**src/rtl/core_sequencer.sv**
```systemverilog
// core_sequencer: fetch/decode/execute controller for the 8-bit core.
// Optional single-step PAUSE state is enabled by defining CORE_SEQUENCER_SINGLE_STEP_EN.
module core_sequencer #(
  parameter int TIMEOUT = 15
) (
  input  logic       CLK,
  input  logic       RST,
  input  logic       RUN,
  input  logic [7:0] ADDR,
  output logic [9:0] PADDR,
  output logic       PREQ,
  input  logic       PACK,
  input  logic [7:0] PDATA,
`ifdef CORE_SEQUENCER_SINGLE_STEP_EN
  input  logic       STEP_MODE,
  input  logic       STEP,
`endif
  output logic       CORE_STEP,
  output logic       MEM_INST,
  output logic       ALU_INST,
  output logic       JMP_INST,
  output logic [1:0] MS,
  output logic       IRS,
  output logic [2:0] RS,
  output logic [2:0] AR,
  output logic [2:0] BS,
  output logic [3:0] OP,
  output logic [7:0] IMM,
  output logic       HALTED,
  output logic       FAULT
);

  localparam logic [7:0] TIMEOUT_CNT = 8'(TIMEOUT);

  typedef enum logic [2:0] {
    S_IDLE,
    S_FETCH,
    S_EXEC,
    S_HALT,
    S_FLT
`ifdef CORE_SEQUENCER_SINGLE_STEP_EN
    , S_PAUSE
`endif
  } state_t;

  state_t          state_q, state_d;
  logic [1:0]      idx_q;
  logic [7:0]      wait_q;
  logic [3:0][7:0] ir_q;
  logic            byte_ack;
  logic            sys_halt;
  logic            unused_ir;

  // Strobes as {MEM_INST, ALU_INST, JMP_INST} from instruction byte 0.
  function automatic logic [2:0] decode_strobes(input logic [7:0] b0);
    logic [1:0] cls;
    logic [1:0] ms;
    cls = b0[7:6];
    ms  = b0[5:4];
    return {(cls == 2'b01) && (ms == 2'b11), cls == 2'b00, cls == 2'b10};
  endfunction

  assign sys_halt = (ir_q[0][7:6] == 2'b11) && (ir_q[2][7:4] == 4'h1);
  assign unused_ir = ^{ir_q[1][1:0], ir_q[2][3:0]};

  assign PADDR = {ADDR, idx_q};
  assign MS    = ir_q[0][5:4];
  assign IRS   = ir_q[0][3];
  assign RS    = ir_q[0][2:0];
  assign AR    = ir_q[1][7:5];
  assign BS    = ir_q[1][4:2];
  assign OP    = ir_q[2][7:4];
  assign IMM   = ir_q[3];

  always_ff @(posedge CLK or posedge RST) begin
    if (RST) begin
      state_q <= S_IDLE;
      idx_q   <= 2'd0;
      wait_q  <= 8'd0;
      ir_q    <= '0;
    end else begin
      state_q <= state_d;
      if (byte_ack) begin
        ir_q[idx_q] <= PDATA;
        idx_q       <= idx_q + 2'd1;
        wait_q      <= 8'd0;
      end else if (state_q == S_FETCH && wait_q != TIMEOUT_CNT) begin
        wait_q <= wait_q + 8'd1;
      end
    end
  end

  always_comb begin
    state_d   = state_q;
    byte_ack  = 1'b0;
    PREQ      = 1'b0;
    CORE_STEP = 1'b0;
    MEM_INST  = 1'b0;
    ALU_INST  = 1'b0;
    JMP_INST  = 1'b0;
    HALTED    = 1'b0;
    FAULT     = 1'b0;
    case (state_q)
      S_IDLE: begin
        if (RUN) state_d = S_FETCH;
      end
      S_FETCH: begin
        PREQ = 1'b1;
        if (PACK) begin
          byte_ack = 1'b1;
          if (idx_q == 2'd3) begin
`ifdef CORE_SEQUENCER_SINGLE_STEP_EN
            state_d = STEP_MODE ? S_PAUSE : S_EXEC;
`else
            state_d = S_EXEC;
`endif
          end
        end else if (wait_q == TIMEOUT_CNT) begin
          state_d = S_FLT;
        end
      end
`ifdef CORE_SEQUENCER_SINGLE_STEP_EN
      S_PAUSE: begin
        if (STEP) state_d = S_EXEC;
      end
`endif
      S_EXEC: begin
        CORE_STEP = 1'b1;
        {MEM_INST, ALU_INST, JMP_INST} = decode_strobes(ir_q[0]);
        // The index has already wrapped to 0, so the next fetch starts at byte 0 of the new ADDR.
        state_d = sys_halt ? S_HALT : S_FETCH;
      end
      S_HALT: begin
        HALTED = 1'b1;
        if (RUN) state_d = S_FETCH;
      end
      S_FLT: begin
        FAULT = 1'b1;
      end
      default: state_d = S_IDLE;
    endcase
  end

endmodule

```
**config.mk**
```make
export PLATFORM = sky130hd
export DESIGN_NAME = core_sequencer
export DESIGN_NICKNAME = d
export VERILOG_FILES = /design/src/rtl/core_sequencer.sv
export SDC_FILE = /design/constraint.sdc
export NUM_CORES = 1
export LEC_CHECK = 0
export ABC_AREA = 1
export BUFFER_PORTS_ARGS = -buffer_cell sky130_fd_sc_hd__buf_2
export CAP_MARGIN = 25
export CORE_MARGIN = 10
export CORE_UTILIZATION = 50
export CTS_CLUSTER_SIZE = 12
export DETAILED_ROUTE_END_ITERATION = 12
export PLACE_DENSITY = 0.77
export SETUP_SLACK_MARGIN = 0.02
export SYNTH_ARGS = -nofsm -noshare
export SYNTH_HDL_FRONTEND = slang
export SYNTH_SLANG_ARGS = --single-unit
```
**constraint.sdc**
```tcl
create_clock -name CLK -period 1.6 [get_ports CLK]
set_input_delay 0.4 -clock CLK [delete_from_list [all_inputs] [get_ports CLK]]
set_output_delay 0.4 -clock CLK [all_outputs]
set_load 0.02 [all_outputs]
```
==> impl_metrics.py, run 1 <==
metrics = {
    "status": {
        "status": "finished with violations",
        "violations": "negative setup slack",
    },
    "setup_path": {
        "crit_top_cell": "buf_6",
        "start_kind": "register",
        "crit_slowest_cell": "dfrtp_1",
        "r2r-start": "state_q[2]$_DFFE_PP0P_",
        "cp_num_buf_inv": 3,
        "crit_path_end_kind": "output port",
        "path_cells": "buf_6 -> buf_6 -> nor3_4 -> buf_6",
        "cp_max_fo": 3,
        "crit_family": "flip-flops",
        "crit_type": "reg -> out",
        "ff2ff_setup_slack_ps": 140,
        "cp.required_ps": 1200,
        "reg2reg_depth": 6,
        "slowest_delay_ps": 400,
        "worstPathArrival_ps": 1260,
        "r2r-end": "RS[0]$_DFFE_PP0P_",
    },
    "timing": {
        "fin_ws_ps": -64.77,
        "skew_ps": 6.198,
        "worst_slew_pin_slew_ps": 494.8,
        "hold_viol": 0,
        "rsz0062_at_grt": "true",
        "timing.setup.tns_ps": -235.0,
        "period_minus_slack_ps": 1665,
        "clock.fmax_mhz": 600.7,
        "setup_viol": 7,
        "fin_crit_sh": 1.040,
        "final_max_slew_viol_count": 0,
        "slew_headroom": 0.6701,
        "worst_hold_slack_ps": 212.7,
    },
    "global_routing": {
        "antenna_found_initial": 0,
        "grt_overflow_total": 0,
        "grt_use_total": 0.1276,
        "grt_pass1_vias": 1620,
        "grt_pass1_wl_um": 7686,
        "grt_max_degree": 40,
    },
    "place": {
        "io_buffer_count": 44,
        "gp_congestion": 0.7723,
        "placed_cells": 320,
        "postPlaceCellArea_mm2": 0.002250,
        "hpwl_um": 3411,
    },
    "synth": {
        "yosys.area.top_type": "dfrtp_1",
        "synth_top_family_by_area": "simple AND/OR/NAND/NOR gates",
        "synth_common_cells": "63 x nand2_1, 39 x dfrtp_1, 32 x buf_4",
        "async_reset_ff_frac": 1.000,
        "synth_edf_count": 0,
        "yosysUniqueCellTypes": 23,
        "synth_top_area_frac": 0.4432,
        "yosys.area_share.simple": 0.2381,
        "synthTopCellsByArea": "dfrtp_1 44%, buf_4 11%, nand2_1 11%",
        "ys_ff_latch": 39,
        "syn-num-nets": 280,
        "avgSynthCellArea_um2": 8.636,
        "synth_compound_area_frac": 0.1114,
        "synthXorXnorAreaFrac": 0.01193,
        "synth_fa_ha_area_frac": 0.02841,
        "yosysMostFrequentCell": "nand2_1",
        "synth_cells": 255,
        "yosysWarnings": 0,
        "synth_seq_area_share": 0.4432,
        "synth_top_flop_cell": "dfrtp_1",
        "netlist_area_mm2": 0.002202,
        "muxShareOfSynthArea": 0,
    },
    "detailed_routing": {
        "dr_total_vias": 1645,
        "drc": 0,
        "routed_via_density": 4.910,
        "drtIter0Drc": 90,
        "postRouteAntennaNets": 0,
        "routedWlPerCell_um": 13.69,
        "firstDrtPassIters": 4,
        "routed_wl_um": 4587,
    },
    "cells_and_area": {
        "regArea_um2": 978.4,
        "drive_above_1_share": 0.3675,
        "multi_input_area_um2": 908.4,
        "areaGrowthSynthToFinish_pct": 12.16,
        "fillCellCount": 406,
        "design_area_mm2": 0.002470,
        "stdcell_count": 335,
        "fin_util": 0.5712,
        "num-nets-final": 307,
        "n_antenna_cell": 0,
    },
    "die": {
        "rows": 24,
        "initial_core_util": 0.5093,
        "die_y_um": 86.37,
        "ioPinCount": 61,
        "core_mm2": 0.004324,
        "die_w_um": 86.37,
        "die-area_mm2": 0.007459,
    },
    "cts": {
        "cts_tree": "built",
        "cts_buffer_depth": 2,
        "path_clk_slew_ps": 80,
        "numClockSinks": 39,
        "cts_buffers": 5,
        "root_buffer": "clkbuf_8",
        "cts_max_level": 2,
        "clkLatencyLatePin_ps": 290,
        "cts_hold_buffers": 0,
    },
    "power": {
        "ir_drop_uv": 426.8,
        "leakagePower_nw": 1.359,
        "p_per_area_mw_per_mm2": 694.6,
    },
    "min_path": {
        "hold_path.class": "in -> async",
    },
    "flow_run": {
        "maxCapViolCount": 0,
    },
}
==> cell type report <==
type,instances,share of cell area
repair buffers,54,0.1342
clock buffers,7,0.03090
inverters,28,0.04255
multi-input cells,154,0.3678
flip-flops and latches,39,0.3961
clock inverters,1,0.002026
well taps,52,0.02634
==> layout by cell type (no fill, tap or decap), drive strengths merged <==
cell type  instances
or2                1
inv               28
ha                 5
nand2             67
dfrtp             39
o21bai             1
a21oi              1
buf               54
nand3             18
o21ai             30
nor4               1
clkinv             1
nand4              3
nor2              22
xor2               3
nor3               2
clkbuf             7
==> metrics by stage <==
step | total power (W) | setup WS (ps)
3_3_place_gp | 0.001085 | 138.1
6_report | 0.001716 | -64.77
3_5_place_dp | 0.001087 | 127.2
4_1_cts | 0.001740 | -86.16
2_1_floorplan | 0.001084 | -46.13
5_1_grt | 0.001795 | -138.0
==> how the worst max path moves through the flow <==
| stage | depth (start not counted) | endpoint | startpoint |
|---|---|---|---|
| finish | 4 | FAULT | state_q[0]$_DFFE_PP0P_ |
| detailed placement | 3 | FAULT | state_q[2]$_DFFE_PP0P_ |
| global placement | 3 | FAULT | state_q[2]$_DFFE_PP0P_ |
| global route | 6 | ALU_INST | state_q[0]$_DFFE_PP0P_ |
| CTS | 6 | MEM_INST | state_q[0]$_DFFE_PP0P_ |
| floorplan | 5 | ALU_INST | state_q[0]$_DFFE_PP0P_ |
==> per-layer routing <==
metal	global-route usage	vias up	share of wire
met3	0.05629	10	0.075
met1	0.1501	757	0.42
met2	0.2020	51	0.49
li1	-	827	-
met5	0	-	0
met4	0.04418	0	0.015
==> report_power, final <==
group	switching (W)	internal (W)
registers	0.00000375	0.000987
logic	0.0000532	0.0000198
clock network	0.000345	0.000306
total	0.000402	0.00131
==> worst register-to-register path, stage by stage (launching register included) <==
cell,delay (ps)
dfrtp_2,470
inv_2,140
nand3_4,120
nor2_8,230
nand2_4,190
nand2_1,130
o21ai_2,60
==> state kept, by name, summed over array words and instances (netlist names), 3 cells and up <==
| name | count |
|---|---|
| OP | 4 |
| RS | 3 |
| state_q | 3 |
| BS | 3 |
| IMM | 8 |
| wait_q | 8 |
| AR | 3 |
==> repair_timing <==
item	in CTS	in global routing
hold endpoints to repair	0	0
setup buffers	5	2
gates resized for setup	18	8
endpoints found under the setup margin	7	14
pin swaps	3	4
==> cells by family (layout without fill, tap and decap cells) <==
| kind of cell | after synthesis | after routing |
|---|---|---|
| AO/OA/AOI/OAI | 32 | 32 |
| flip-flops | 39 | 39 |
| XOR/XNOR | 3 | 3 |
| buffers and inverters | 62 | 90 |
| adder cells (fa/ha/maj) | 5 | 5 |
| AND/OR/NAND/NOR | 114 | 114 |
(Power assumes the default switching activity.)
==> run 2, diff against run 1 <==
--- a/config.mk
+++ b/config.mk
@@ -5,14 +5,14 @@
 export SDC_FILE = /design/constraint.sdc
 export NUM_CORES = 1
 export LEC_CHECK = 0
-export ABC_AREA = 1
 export BUFFER_PORTS_ARGS = -buffer_cell sky130_fd_sc_hd__buf_2
 export CAP_MARGIN = 25
 export CORE_MARGIN = 10
 export CORE_UTILIZATION = 50
 export CTS_CLUSTER_SIZE = 12
 export DETAILED_ROUTE_END_ITERATION = 12
-export PLACE_DENSITY = 0.77
+export GPL_ROUTABILITY_DRIVEN = 0
+export PLACE_DENSITY = 0.78
 export SETUP_SLACK_MARGIN = 0.02
 export SYNTH_ARGS = -nofsm -noshare
 export SYNTH_HDL_FRONTEND = slang
==> run 2 against run 1 <==
Against the previous run: worst hold slack worse by 11 ps; global-route usage up 1.3 points; sequential power grew 72%; utilization grew 12 points; flip-flop and latch count stayed put; synthesized cell count shrank 31%; the run still ends with negative setup slack left; combinational power grew to 43 times the previous value; register-to-register slack worse by 380 ps; clock skew rose by 2.0 ps; non-clock buffer count is 26 higher; first-iteration DRC count increased by 41%; setup slack got worse by 180 ps.
==> impl_metrics.py, run 2 <==
metrics = {
    "synth": {
        "synth_edf_count": 0,
        "async_reset_ff_frac": 1.000,
        "netlist_area_mm2": 0.002024,
        "syn-num-nets": 201,
        "yosysUniqueCellTypes": 40,
        "yosys.area.top_type": "dfrtp_1",
        "synth_common_cells": "39 x dfrtp_1, 32 x buf_4, 26 x mux2_2",
        "synth_top_flop_cell": "dfrtp_1",
        "synthTopCellsByArea": "dfrtp_1 48%, mux2_2 14%, buf_4 12%",
        "avgSynthCellArea_um2": 11.50,
        "yosysMostFrequentCell": "dfrtp_1",
        "ys_ff_latch": 39,
        "synth_cells": 176,
        "synth_top_area_frac": 0.4821,
        "synth_seq_area_share": 0.4821,
        "yosysWarnings": 0,
    },
    "detailed_routing": {
        "routedWlPerCell_um": 18.92,
        "routed_via_density": 5.459,
        "dr_total_vias": 1534,
        "drc": 0,
        "drtIter0Drc": 127,
        "firstDrtPassIters": 4,
        "postRouteAntennaNets": 0,
        "routed_wl_um": 5317,
    },
    "die": {
        "ioPinCount": 61,
        "initial_core_util": 0.5098,
        "core_mm2": 0.003971,
        "die_y_um": 83.63,
        "rows": 23,
        "die_w_um": 83.63,
        "die-area_mm2": 0.006994,
    },
    "cells_and_area": {
        "areaGrowthSynthToFinish_pct": 34.86,
        "n_antenna_cell": 0,
        "multi_input_area_um2": 975.9,
        "layout_commonest_cell": "dfrtp_1",
        "regArea_um2": 975.9,
        "drive_above_1_share": 0.6364,
        "design_area_mm2": 0.002730,
        "fillCellCount": 275,
        "layout_common_cells": "39 x dfrtp_1, 37 x buf_2, 26 x mux2_2",
        "num-nets-final": 255,
    },
    "timing": {
        "final_max_slew_viol_count": 0,
        "timing.setup.tns_ps": -8749,
        "worst_slew_pin_slew_ps": 490.4,
        "fin_ws_ps": -243.6,
        "worst_hold_slack_ps": 201.5,
        "hold_viol": 0,
        "slew_headroom": 0.6730,
        "skew_ps": 8.157,
        "clock.fmax_mhz": 542.4,
        "period_minus_slack_ps": 1844,
        "fin_crit_sh": 1.152,
        "setup_viol": 46,
        "rsz0062_at_grt": "true",
    },
    "cts": {
        "cts_buffers": 5,
        "path_clk_slew_ps": 80,
        "clkLatencyLatePin_ps": 290,
        "numClockSinks": 39,
        "cts_hold_buffers": 0,
        "root_buffer": "clkbuf_8",
        "cts_tree": "built",
        "cts_buffer_depth": 2,
        "cts_max_level": 2,
    },
    "power": {
        "leakagePower_nw": 1.273,
        "ir_drop_uv": 1130,
        "p_per_area_mw_per_mm2": 2015,
        "p_total_w": 0.005500,
    },
    "global_routing": {
        "grt_pass1_vias": 1613,
        "grt_pass1_wl_um": 7997,
        "antenna_found_initial": 0,
        "grt_use_total": 0.1410,
        "grt_overflow_total": 0,
        "grt_max_degree": 40,
    },
    "setup_path": {
        "worstPathArrival_ps": 2070,
        "reg2reg_depth": 5,
        "cp.required_ps": 1820,
        "crit_type": "reg -> reg",
        "start_kind": "register",
        "cp_max_fo": 5,
        "crit_path_end_kind": "register",
    },
    "flow_run": {
        "maxCapViolCount": 0,
    },
    "place": {
        "postPlaceCellArea_mm2": 0.002258,
        "hpwl_um": 3160,
        "io_buffer_count": 44,
        "dp_worst_setup_slack_ps": -136.3,
    },
    "min_path": {
        "hold_path.class": "in -> async",
    },
    "status": {
        "status": "finished with violations",
        "violations": "negative setup slack",
    },
}
run 2: metrics by stage:
step / cells / utilization
finish: 281 / 0.6875
detailed placement: 259 / 0.5687
global route: 281 / 0.6875
CTS: 279 / 0.6604
floorplan: 176 / -
global placement: 259 / 0.5687
run 2: layer usage:
metal | vias up | global-route usage | share of wire
met5 | - | 0 | 0
met4 | 0 | 0.06088 | 0.047
met3 | 24 | 0.05273 | 0.075
met2 | 69 | 0.2523 | 0.52
met1 | 749 | 0.1421 | 0.36
li1 | 692 | - | -
run 2: cell type report:
cell class / instances / share of cell area
Sequential cell: 39 / 0.3575
Multi-Input combinational cell: 95 / 0.3575
Timing Repair Buffer: 80 / 0.2154
Clock buffer: 6 / 0.02658
Tap cell: 50 / 0.02291
Inverter: 9 / 0.01558
Clock inverter: 2 / 0.004583
run 2: cell families after synthesis:
family                     count (synthesis)  share of synthesized area
buffers and inverters                     43                     0.1434
DFF                                       39                     0.4821
and+or+nand+nor                           36                    0.09828
muxes                                     27                     0.1496
AOI/OAI and AO/OA                         22                    0.07850
adders and majority gates                  5                    0.03090
xor gates and xnor gates                   4                    0.01730
run 2: worst paths after layout:
path / startpoint / to / slack [ps]
worst max-delay path: state_q[1]$_DFFE_PP0P_ / wait_q[6]$_DFFE_PP0P_ / -240
worst min-delay path: RST / wait_q[6]$_DFFE_PP0P_ / 200
worst max register to register: state_q[1]$_DFFE_PP0P_ / wait_q[6]$_DFFE_PP0P_ / -240
worst min register to register: RS[2]$_DFFE_PP0P_ / RS[2]$_DFFE_PP0P_ / 500
max in group asynchronous: RST / IMM[5]$_DFFE_PP0P_ / 1050
min in group CLK: RUN / state_q[1]$_DFFE_PP0P_ / 350
run 2: worst max-delay path: stages, from the launching register on:
cell	delay, ps
dfrtp_1	410
or3b_4	430
buf_6	150
a21o_4	200
or4_1	430
a21oi_2	150
run 2: power breakdown:
group          switching, W  internal [W]  total (W)
clock network      0.000348      0.000305   0.000653
logic               0.00166       0.00149    0.00314
registers          0.000291       0.00141    0.00170
run 2: timing repair:
| item | CTS | global route |
|---|---|---|
| resized for setup | 46 | 19 |
| setup endpoints to repair | 42 | 46 |
| setup buffers | 11 | 2 |
| cloned | 1 | 0 |
| hold endpoints to repair | 0 | 0 |
| pin swaps | 8 | 8 |
